--- config.mk ---
export PLATFORM = sky130hd
export DESIGN_NAME = cache_snoop_bus_flat
export DESIGN_NICKNAME = d
export VERILOG_FILES = /design/src/rtl/cache_snoop_bus_if.sv /design/src/rtl/cache_snoop_bus.sv /design/src/flat_wrapper.sv
export SDC_FILE = /design/constraint.sdc
export NUM_CORES = 1
export LEC_CHECK = 0
export CORE_ASPECT_RATIO = 0.6
export CORE_MARGIN = 2
export CORE_UTILIZATION = 36
export DETAILED_ROUTE_END_ITERATION = 10
export PLACE_DENSITY_LB_ADDON = 0.08
export SYNTH_ARGS = -nofsm -noshare
export SYNTH_HDL_FRONTEND = slang
export SYNTH_SLANG_ARGS = --single-unit
--- constraint.sdc ---
create_clock -name clk -period 3.65 [get_ports clk]
set_input_delay 0.365 -clock clk [delete_from_list [all_inputs] [get_ports clk]]
set_output_delay 0.365 -clock clk [all_outputs]
set_load 0.005 [all_outputs]
--- src/rtl/cache_snoop_bus_if.sv ---
// Snoop bus encodings and the cache-side handshake bundle.
// Caches use the master modport; the interconnect uses slave.
package cache_pkg;
  localparam logic [2:0] SDREQ_RD    = 3'd0;
  localparam logic [2:0] SDREQ_RFO   = 3'd1;
  localparam logic [2:0] SDREQ_INV   = 3'd2;
  localparam logic [2:0] SDREQ_WB    = 3'd3;
  localparam logic [1:0] SUREQ_RD    = 2'd0;
  localparam logic [1:0] SUREQ_RFO   = 2'd1;
  localparam logic [1:0] SUREQ_INV   = 2'd2;
  localparam logic [1:0] SDRSP_OKAY  = 2'd0;
  localparam logic [1:0] SDRSP_INV   = 2'd1;
  localparam logic [1:0] SDRSP_ERROR = 2'd2;
  localparam logic [2:0] SURSP_OKAY  = 3'd0;
  localparam logic [2:0] SURSP_FETCH = 3'd1;
  localparam logic [2:0] SURSP_SNOOP = 3'd2;
  localparam logic [2:0] SURSP_ERROR = 3'd3;
endpackage

interface cache_snoop_bus_if #(
  parameter int NUM_CACHE  = 4,
  parameter int ADDR_WIDTH = 32,
  parameter int DATA_WIDTH = 32
);
  logic [NUM_CACHE-1:0]            sdreq_valid;
  logic [NUM_CACHE-1:0]            sdreq_ready;
  logic [3*NUM_CACHE-1:0]          sdreq_op;
  logic [ADDR_WIDTH*NUM_CACHE-1:0] sdreq_addr;
  logic [NUM_CACHE-1:0]            sureq_valid;
  logic [NUM_CACHE-1:0]            sureq_ready;
  logic [1:0]                      sureq_op;
  logic [ADDR_WIDTH-1:0]           sureq_addr;
  logic [NUM_CACHE-1:0]            sdrsp_valid;
  logic [NUM_CACHE-1:0]            sdrsp_ready;
  logic [2*NUM_CACHE-1:0]          sdrsp_rsp;
  logic [NUM_CACHE-1:0]            sdrsp_hit;
  logic [DATA_WIDTH*NUM_CACHE-1:0] sdrsp_data;
  logic [NUM_CACHE-1:0]            sursp_valid;
  logic [NUM_CACHE-1:0]            sursp_ready;
  logic [2:0]                      sursp_rsp;
  logic [DATA_WIDTH-1:0]           sursp_data;

  modport master (
    output sdreq_valid, sdreq_op, sdreq_addr,
    input  sdreq_ready,
    input  sureq_valid, sureq_op, sureq_addr,
    output sureq_ready,
    output sdrsp_valid, sdrsp_rsp, sdrsp_hit, sdrsp_data,
    input  sdrsp_ready,
    input  sursp_valid, sursp_rsp, sursp_data,
    output sursp_ready
  );

  modport slave (
    input  sdreq_valid, sdreq_op, sdreq_addr,
    output sdreq_ready,
    output sureq_valid, sureq_op, sureq_addr,
    input  sureq_ready,
    input  sdrsp_valid, sdrsp_rsp, sdrsp_hit, sdrsp_data,
    output sdrsp_ready,
    output sursp_valid, sursp_rsp, sursp_data,
    input  sursp_ready
  );
endinterface

--- src/rtl/cache_snoop_bus.sv ---
// Round-robin MESI snoop interconnect between NUM_CACHE caches.
// Define SNOOP_TIMEOUT_EN to bound the snoop/collect phases.
module cache_snoop_bus
  import cache_pkg::*;
#(
  parameter int NUM_CACHE      = 4,
  parameter int ADDR_WIDTH     = 32,
  parameter int DATA_WIDTH     = 32,
  parameter int TIMEOUT_CYCLES = 256
) (
  input  logic           clk,
  input  logic           rst_n,
  cache_snoop_bus_if.slave bus
);

  localparam int PW = (NUM_CACHE > 1) ? $clog2(NUM_CACHE) : 1;

  typedef enum logic [1:0] {
    IDLE, SNOOP, COLLECT, RESP
  } state_t;

  state_t state, state_n;
  logic [PW-1:0] ptr, ptr_n;
  logic [PW-1:0] req, req_n;
  logic [2:0] op, op_n;
  logic [NUM_CACHE-1:0] snp, snp_n;
  logic [NUM_CACHE-1:0] pend, pend_n;
  logic [NUM_CACHE-1:0] acc;
  logic err, err_n;
  logic hit, hit_n;
  logic [PW-1:0] hidx, hidx_n;
  logic [DATA_WIDTH-1:0] hdat, hdat_n;
  logic [DATA_WIDTH-1:0] dat, dat_n;
  logic [2:0] rsp, rsp_n;
  logic [1:0] sop, sop_n;
  logic [ADDR_WIDTH-1:0] sadr, sadr_n;
  logic gv;
  int gi;

`ifdef SNOOP_TIMEOUT_EN
  localparam int CW = $clog2(TIMEOUT_CYCLES + 1);
  logic [CW-1:0] cnt, cnt_n;
`endif

  if (NUM_CACHE < 2 || TIMEOUT_CYCLES < 1) begin : g_bad
    $error("cache_snoop_bus: bad parameters");
  end

  assign bus.sureq_valid = snp;
  assign bus.sureq_op    = sop;
  assign bus.sureq_addr  = sadr;
  assign bus.sdrsp_ready = pend;
  assign bus.sursp_rsp   = rsp;
  assign bus.sursp_data  = dat;

  // First requester after the last grant, wrapping.
  always_comb begin
    gv = 1'b0;
    gi = 0;
    for (int k = 1; k <= NUM_CACHE; k++) begin
      if (rst_n && !gv &&
          bus.sdreq_valid[(int'(ptr) + k) % NUM_CACHE]) begin
        gv = 1'b1;
        gi = (int'(ptr) + k) % NUM_CACHE;
      end
    end
  end

  always_comb begin
    state_n = state;
    ptr_n   = ptr;
    req_n   = req;
    op_n    = op;
    snp_n   = snp;
    pend_n  = pend;
    err_n   = err;
    hit_n   = hit;
    hidx_n  = hidx;
    hdat_n  = hdat;
    dat_n   = dat;
    rsp_n   = rsp;
    sop_n   = sop;
    sadr_n  = sadr;
    bus.sdreq_ready = '0;
    bus.sursp_valid = '0;
    acc = bus.sdrsp_valid & pend;

    unique case (state)
      IDLE: begin
        if (gv) begin
          bus.sdreq_ready[gi] = 1'b1;
          ptr_n  = PW'(gi);
          req_n  = PW'(gi);
          op_n   = bus.sdreq_op[gi*3 +: 3];
          err_n  = 1'b0;
          hit_n  = 1'b0;
          hidx_n = '0;
          hdat_n = '0;
          dat_n  = '0;
          unique case (1'b1)
            (op_n == SDREQ_WB): begin
              state_n = RESP;
              rsp_n   = SURSP_OKAY;
            end
            op_n[2]: begin
              state_n = RESP;
              rsp_n   = SURSP_ERROR;
            end
            default: begin
              state_n = SNOOP;
              snp_n   = '1;
              snp_n[gi] = 1'b0;
              sop_n   = (op_n == SDREQ_RFO) ? SUREQ_RFO :
                        (op_n == SDREQ_INV) ? SUREQ_INV :
                        SUREQ_RD;
              sadr_n  = bus.sdreq_addr[gi*ADDR_WIDTH +: ADDR_WIDTH];
            end
          endcase
        end
      end
      SNOOP: begin
        snp_n  = snp & ~bus.sureq_ready;
        pend_n = (pend & ~acc) | (snp & bus.sureq_ready);
        if (snp_n == '0) state_n = COLLECT;
      end
      COLLECT: begin
        pend_n = pend & ~acc;
        if (pend == '0) begin
          state_n = RESP;
          dat_n   = '0;
          if (err)                    rsp_n = SURSP_ERROR;
          else if (op == SDREQ_INV)   rsp_n = SURSP_OKAY;
          else if (hit) begin
            rsp_n = SURSP_SNOOP;
            dat_n = hdat;
          end
          else                        rsp_n = SURSP_FETCH;
        end
      end
      RESP: begin
        bus.sursp_valid[req] = 1'b1;
        if (bus.sursp_ready[req]) begin
          state_n = IDLE;
          rsp_n   = SURSP_OKAY;
          dat_n   = '0;
        end
      end
    endcase

    // Responses may arrive over several cycles; keep the lowest hitter.
    for (int i = 0; i < NUM_CACHE; i++) begin
      if (acc[i]) begin
        if (bus.sdrsp_rsp[2*i +: 2] == SDRSP_ERROR) err_n = 1'b1;
        if (bus.sdrsp_hit[i] && (!hit_n || PW'(i) < hidx_n)) begin
          hit_n  = 1'b1;
          hidx_n = PW'(i);
          hdat_n = bus.sdrsp_data[i*DATA_WIDTH +: DATA_WIDTH];
        end
      end
    end

`ifdef SNOOP_TIMEOUT_EN
    cnt_n = '0;
    if (state == SNOOP || state == COLLECT) begin
      cnt_n = cnt + 1'b1;
      if (cnt == CW'(TIMEOUT_CYCLES - 1)) begin
        cnt_n   = '0;
        snp_n   = '0;
        pend_n  = '0;
        state_n = RESP;
        rsp_n   = SURSP_ERROR;
        dat_n   = '0;
      end
    end
`endif
  end

  always_ff @(posedge clk) begin
    if (!rst_n) begin
      state <= IDLE;
      ptr   <= PW'(NUM_CACHE - 1);
      req   <= '0;
      op    <= '0;
      snp   <= '0;
      pend  <= '0;
      err   <= 1'b0;
      hit   <= 1'b0;
      hidx  <= '0;
      hdat  <= '0;
      dat   <= '0;
      rsp   <= '0;
      sop   <= '0;
      sadr  <= '0;
`ifdef SNOOP_TIMEOUT_EN
      cnt   <= '0;
`endif
    end else begin
      state <= state_n;
      ptr   <= ptr_n;
      req   <= req_n;
      op    <= op_n;
      snp   <= snp_n;
      pend  <= pend_n;
      err   <= err_n;
      hit   <= hit_n;
      hidx  <= hidx_n;
      hdat  <= hdat_n;
      dat   <= dat_n;
      rsp   <= rsp_n;
      sop   <= sop_n;
      sadr  <= sadr_n;
`ifdef SNOOP_TIMEOUT_EN
      cnt   <= cnt_n;
`endif
    end
  end

endmodule

--- src/flat_wrapper.sv ---
// flat-port wrapper written by rule: the top's interface ports become plain ports
module cache_snoop_bus_flat import cache_pkg::*;
#(
  parameter int NUM_CACHE      = 4,
  parameter int ADDR_WIDTH     = 32,
  parameter int DATA_WIDTH     = 32,
  parameter int TIMEOUT_CYCLES = 256
)
  (clk, rst_n, bus_sdreq_valid, bus_sdreq_op, bus_sdreq_addr, bus_sdreq_ready, bus_sureq_valid, bus_sureq_op, bus_sureq_addr, bus_sureq_ready, bus_sdrsp_valid, bus_sdrsp_rsp, bus_sdrsp_hit, bus_sdrsp_data, bus_sdrsp_ready, bus_sursp_valid, bus_sursp_rsp, bus_sursp_data, bus_sursp_ready);
  cache_snoop_bus_if #(.NUM_CACHE(NUM_CACHE), .ADDR_WIDTH(ADDR_WIDTH), .DATA_WIDTH(DATA_WIDTH)) bus_i ();
  input  logic clk;
  input  logic rst_n;
  input wire logic [$bits(bus_i.sdreq_valid)-1:0] bus_sdreq_valid;
  input wire logic [$bits(bus_i.sdreq_op)-1:0] bus_sdreq_op;
  input wire logic [$bits(bus_i.sdreq_addr)-1:0] bus_sdreq_addr;
  output wire logic [$bits(bus_i.sdreq_ready)-1:0] bus_sdreq_ready;
  output wire logic [$bits(bus_i.sureq_valid)-1:0] bus_sureq_valid;
  output wire logic [$bits(bus_i.sureq_op)-1:0] bus_sureq_op;
  output wire logic [$bits(bus_i.sureq_addr)-1:0] bus_sureq_addr;
  input wire logic [$bits(bus_i.sureq_ready)-1:0] bus_sureq_ready;
  input wire logic [$bits(bus_i.sdrsp_valid)-1:0] bus_sdrsp_valid;
  input wire logic [$bits(bus_i.sdrsp_rsp)-1:0] bus_sdrsp_rsp;
  input wire logic [$bits(bus_i.sdrsp_hit)-1:0] bus_sdrsp_hit;
  input wire logic [$bits(bus_i.sdrsp_data)-1:0] bus_sdrsp_data;
  output wire logic [$bits(bus_i.sdrsp_ready)-1:0] bus_sdrsp_ready;
  output wire logic [$bits(bus_i.sursp_valid)-1:0] bus_sursp_valid;
  output wire logic [$bits(bus_i.sursp_rsp)-1:0] bus_sursp_rsp;
  output wire logic [$bits(bus_i.sursp_data)-1:0] bus_sursp_data;
  input wire logic [$bits(bus_i.sursp_ready)-1:0] bus_sursp_ready;
  assign bus_i.sdreq_valid = bus_sdreq_valid;
  assign bus_i.sdreq_op = bus_sdreq_op;
  assign bus_i.sdreq_addr = bus_sdreq_addr;
  assign bus_sdreq_ready = bus_i.sdreq_ready;
  assign bus_sureq_valid = bus_i.sureq_valid;
  assign bus_sureq_op = bus_i.sureq_op;
  assign bus_sureq_addr = bus_i.sureq_addr;
  assign bus_i.sureq_ready = bus_sureq_ready;
  assign bus_i.sdrsp_valid = bus_sdrsp_valid;
  assign bus_i.sdrsp_rsp = bus_sdrsp_rsp;
  assign bus_i.sdrsp_hit = bus_sdrsp_hit;
  assign bus_i.sdrsp_data = bus_sdrsp_data;
  assign bus_sdrsp_ready = bus_i.sdrsp_ready;
  assign bus_sursp_valid = bus_i.sursp_valid;
  assign bus_sursp_rsp = bus_i.sursp_rsp;
  assign bus_sursp_data = bus_i.sursp_data;
  assign bus_i.sursp_ready = bus_sursp_ready;
  cache_snoop_bus #(.NUM_CACHE(NUM_CACHE), .ADDR_WIDTH(ADDR_WIDTH), .DATA_WIDTH(DATA_WIDTH), .TIMEOUT_CYCLES(TIMEOUT_CYCLES)) u_core (.clk(clk), .rst_n(rst_n), .bus(bus_i));
endmodule
# Word level (Yosys, flattened, before mapping)
# Index checks and enable logic that the tools add are counted.
# W data, S select, Z words.
# word_totals
word_cells	200
in_bits	298
output_inout_bits	85
reg_bits	122
# classes
muxes	96
eq_ne	17
n_lt_le_gt_ge	12
n_reduce_logical	41
shifts	2
add_sub_neg	4
mul	1
n_bitwise	13
# ops
op	count
$mux W32	20
$shiftx A128 B32 Y32	1
$pmux W32 S3	1
$mux W2	18
$mux W1	35
$ge A32 B1 Y1 const B	1
$lt A32 B4 Y1 const B	1
$mul A32 B3 Y32 const B	1
$shiftx A12 B32 Y3	1
$mux W4	5
$and A4 B4 Y4	4
$lt A3 B4 Y1 const B	4
$pmux W4 S2	2
$mux W3	5
$logic_and A1 B1 Y1	13
$eq A2 B2 Y1 const B	6
$not A4 Y4	3
$bmux W1 S2	5
$reduce_or A2 Y1	5
$eq A3 B2 Y1 const B	3
$pmux W3 S3	1
$logic_not A4 Y1	2
$ne A2 B1 Y1 const B	4
$pmux W2 S4	1
24 further kinds	44

# Logic depth before layout (Yosys ltp)
# logic_depth
ltp_word	42
ltp_mapped	19
ltp_nobuf	14

# Worst setup path before layout
# Ideal clock, no wire load.
# synth_timing
path_kind	input to register
startpoint	in rst_n
endpoint	reg u_core.sadr[25] (netlist: u_core.bus.sureq_addr[25])
arrival_time_ns	3.833
setup_ns	0.132
stages	19
required_time_ns	3.518
path_slack_ns	-0.315
path_buffers	6
path_cell_list	buf_2 > nor2b_1 > o21a_1 > nor2_4 > inv_2 > buf_6 > buf_1 > ha_1 > clkbuf_1 > nor3b_1 > a21oi_1 > nor3_1 > a211oi_1 > a222oi_1 > a21oi_1 > buf_2 > buf_6 > o21ai_1 > a21oi_1
# synth_lines
element	line_no	text
start, declared	flat_wrapper.sv:12	input logic rst_n;
end signal, assigned	cache_snoop_bus.sv:211	sadr <= sadr_n;
end, declared	cache_snoop_bus.sv:36	logic [ADDR_WIDTH-1:0] sadr, sadr_n;

# Worst setup path in the final report
# layout_timing
startpoint	reg u_core.ptr[1]
endpoint	reg u_core.snp[1] (netlist: u_core.bus.sureq_valid[1])
# layout_between
elab_chain_cells	26
word_cells_on_any_way	58
classes_between	add/sub: 4; mul: 1; order compare: 2; eq/ne: 3; shift: 1; mux: 25; bitwise: 5; reduce/logical: 17
# layout_rtl
element	line_no	text
start, declared	cache_snoop_bus.sv:23	logic [PW-1:0] ptr, ptr_n;
start signal, assigned	cache_snoop_bus.sv:181	ptr <= PW'(NUM_CACHE - 1);
start signal, assigned	cache_snoop_bus.sv:199	ptr <= ptr_n;
parallel branches: the longest is 26 deep, another holds $add A2 B1 Y2	n/a	
end signal, assigned	cache_snoop_bus.sv:202	snp <= snp_n;
end, declared	cache_snoop_bus.sv:26	logic [NUM_CACHE-1:0] snp, snp_n;
# Parallel ways; which one is timed is not known. The select of a mux whose other input is x is not followed.
# A chain may end at the register's enable or synchronous reset.

==> results_dict.tcl <==
set metrics [dict create \
    die_x_um 185 \
    min_from "u_core.bus.sursp_data[30]$_SDFFE_PN0P_" \
    drive_above_1_share_pct 9.69 \
    min_path_type "reg -> reg" \
    grt_pass1_wl_um 42600 \
    die_y_um 113 \
    period_share_pct 90.7 \
    power_mw 5.48 \
    slew_viol_final 0 \
    area_growth_pct 69.0 \
    synth_top_area_cell "dfxtp_1" \
    syn-instance-count 900 \
    cts_buffers 17 \
    drt_iter0_markers 521 \
    fin_crit_ns 3.31 \
    fmax_mhz 302 \
    clk_latency_ns 0.41 \
    die_area_sq_mm 0.0208 \
    synthFlopType "dfxtp_1" \
    dp_hpwl_um 20100 \
    drt_first_pass_iters 5 \
    synth_edf_count 0 \
    synthArstFlopShare_pct 0 \
    clock_path_buffers 2 \
    fillerInstances 1718 \
    htreeDepth 4 \
    vdd_drop_max_uv 354 \
    status "finished clean" \
    min_to "u_core.bus.sursp_data[30]$_SDFFE_PN0P_" \
    gp_congestion 0.928 \
    port_buffers 381 \
    worst_slew_pin_slew_ns 0.828 \
    nets 1563 \
    yosys_warnings 0 \
    grt_max_degree 67 \
    final_antenna_net_count 0 \
    fin_util_pct 62.4 \
    post_drt_wl_per_cell_um 17.7 \
    initial_core_util_pct 37.0 \
    cts_resized 0 \
    ys_ff_latch 121 \
    drc 0 \
    synth.avg_cell_area_sq_um 7.85 \
    hold_buffers 0 \
    start_kind "flop" \
    antenna_found_initial 0 \
    grt_pass1_vias 7959 \
    max_slew_margin_pct 44.6 \
    rows 39 \
    critPathCaptureType "flop" \
    yosys-top-cells-count "a21oi_1 (174), dfxtp_1 (121), nand2_1 (91)" \
    cts_tree "done" \
    regToRegStartpoint "u_core.ptr[1]$_SDFFE_PN1P_" \
    p_leak_nw 4.26 \
    path_class "reg -> reg" \
    p_per_area_mw_per_mm2 458 \
    cts.sinks 121 \
    dp_slack_ns -0.0701 \
    rsz0062_at_grt "false" \
    vias 8149 \
    grt_util_all_layers_pct 26.0 \
    synth_top_area_share_pct 34.3 \
    ff2ff_path_depth 15 \
    synth_cell_type_count 59 \
    yosys-top-cells-area "dfxtp_1 (34%), a21oi_1 (12%), mux4_2 (11%)" \
    cp.arrival_ns 3.61 \
    tns_ns 0 \
    wl_um 27200 \
    drv_cap 0 \
    synth.most_common_cell "a21oi_1" \
    worstPathRequired_ns 3.95 \
    via_per_inst 5.31 \
    clock_skew_ns 0.00926 \
    clk_pin_slew_ns 0.06 \
    synth_nets 1206 \
    cp_max_fo 33 \
    placeableCoreArea_sq_mm 0.0191 \
    netlist_area_sq_mm 0.00707 \
    dp_cells 1504 \
    antennaDiodeCount 0 \
    cts_setup_buffers 0 \
    hold_viol_final 0 \
    synth_seq_area_share_pct 34.3 \
    setup_viol 0 \
    setup_slack_ns 0.339 \
    r2r_slack_ns 0.34 \
    grt.overflow.total 0 \
    timing.rr.end "u_core.bus.sureq_valid[1]$_SDFFE_PN0P_" \
    min_path_cells 2 \
    pin_count 383 \
    fin_cells 1536 \
    clk_root_buffer_cell "clkbuf_16" \
]
-- worst max-delay path by stage --
stage	from	end	slack, ns	cells after the start
floorplan	rst_n	u_core.bus.sureq_addr[25]$_SDFFE_PN0P_	0.01	19
global placement	bus_sdreq_valid[1]	u_core.bus.sureq_valid[1]$_SDFFE_PN0P_	0.005	18
detailed placement	bus_sdreq_valid[1]	u_core.bus.sureq_valid[1]$_SDFFE_PN0P_	-0.07	18
CTS	bus_sdreq_valid[3]	bus_sdreq_ready[1]	0.35	10
global route	bus_sdreq_valid[1]	u_core.bus.sureq_valid[1]$_SDFFE_PN0P_	0.02	18
finish	u_core.ptr[1]$_SDFFE_PN1P_	u_core.bus.sureq_valid[1]$_SDFFE_PN0P_	0.34	15
-- flip-flops by register name, indices dropped and copies added, names as in the netlist --
signal / cells
u_core.bus.sdrsp_ready: 4
u_core.bus.sureq_addr: 32
u_core.bus.sureq_op: 2
u_core.bus.sureq_valid: 4
u_core.bus.sursp_data: 32
u_core.bus.sursp_rsp: 2
u_core.err: 1
u_core.hdat: 32
u_core.hidx: 2
u_core.hit: 1
u_core.op: 3
u_core.ptr: 2
u_core.req: 2
u_core.state: 2
-- per-layer routing --
layer	GRT usage, %	share of wire [%]	vias up
met4	8.84	2.6	0
met5	0	0	-
met1	34.8	45	3802
met3	5.45	7.1	39
met2	41.8	45	306
li1	-	-	4002
-- layout by cell type (no fill, tap or decap), types with 3 or more instances in the layout --
master	instances
clkdlybuf4s50_1	380
o211ai_1	4
a21o_1	4
a41oi_1	3
a21oi_1	173
nor2b_1	6
bufinv_16	4
nor2_1	85
and2_1	6
o22ai_1	3
mux2_2	4
buf_12	8
mux2i_1	6
clkbuf_16	17
inv_6	3
mux4_2	34
nand2_1	91
o21ai_1	21
a211oi_1	37
nand3b_1	3
dfxtp_1	121
nand2b_1	6
nor3_1	6
clkinv_4	4
nand3_1	75
inv_1	11
nand4b_1	5
a32oi_1	4
buf_4	32
o2111ai_1	4
o21ai_0	54
ha_1	8
-- metrics by stage --
step / cell area (sq um) / hold WS (ns)
floorplan: 7070 / 0.448
global placement: 11300 / 0.438
detailed placement: 11300 / 0.443
CTS: 11900 / 0.451
global route: 11900 / 0.471
finish: 11900 / 0.449
-- report_power, final --
group	leakage, nW	switching (mW)	internal [mW]	total, mW
clock network	0.306	0.649	1.17	1.82
logic	2.98	1.08	1.01	2.09
registers	0.979	0.105	1.46	1.57
total	4.26	1.83	3.64	5.48
-- critical path, cell delays in order (launching register included) --
cell and delay (ns):
dfxtp_1 0.48, mux2_4 0.35, a21o_1 0.20, nor2_4 0.14, ha_1 0.28, buf_4 0.18, nor3b_1 0.19, a21oi_1 0.07
nor3_1 0.13, a211oi_1 0.07, a222oi_1 0.30, buf_4 0.21, a21o_1 0.13, buf_12 0.20, a21oi_1 0.09, o21a_1 0.18
-- cell type report --
class	instances	area [sq um]	share of cell area (%)
repair buffers	421	4210	35.2
clock inverters	12	189	1.58
well taps	266	333	2.79
flip-flops and latches	121	2420	20.3
inverters	13	50.0	0.419
clock buffers	20	447	3.74
multi-input cells	683	4300	36.0
-- cells by family (layout without fill, tap and decap cells) --
| logic type | count (synthesis) | in the layout | synth area share (%) |
|---|---|---|---|
| other | 1 | 1 | 0.0530 |
| AO/OA/AOI/OAI | 329 | 329 | 26.6 |
| multiplexers | 47 | 47 | 12.9 |
| AND/OR/NAND/NOR | 298 | 298 | 19.1 |
| flip-flops | 121 | 121 | 34.3 |
| adder cells (fa/ha/maj) | 8 | 8 | 1.42 |
| buffers and inverters | 96 | 466 | 5.66 |
Power figures use the tool's default switching activity.
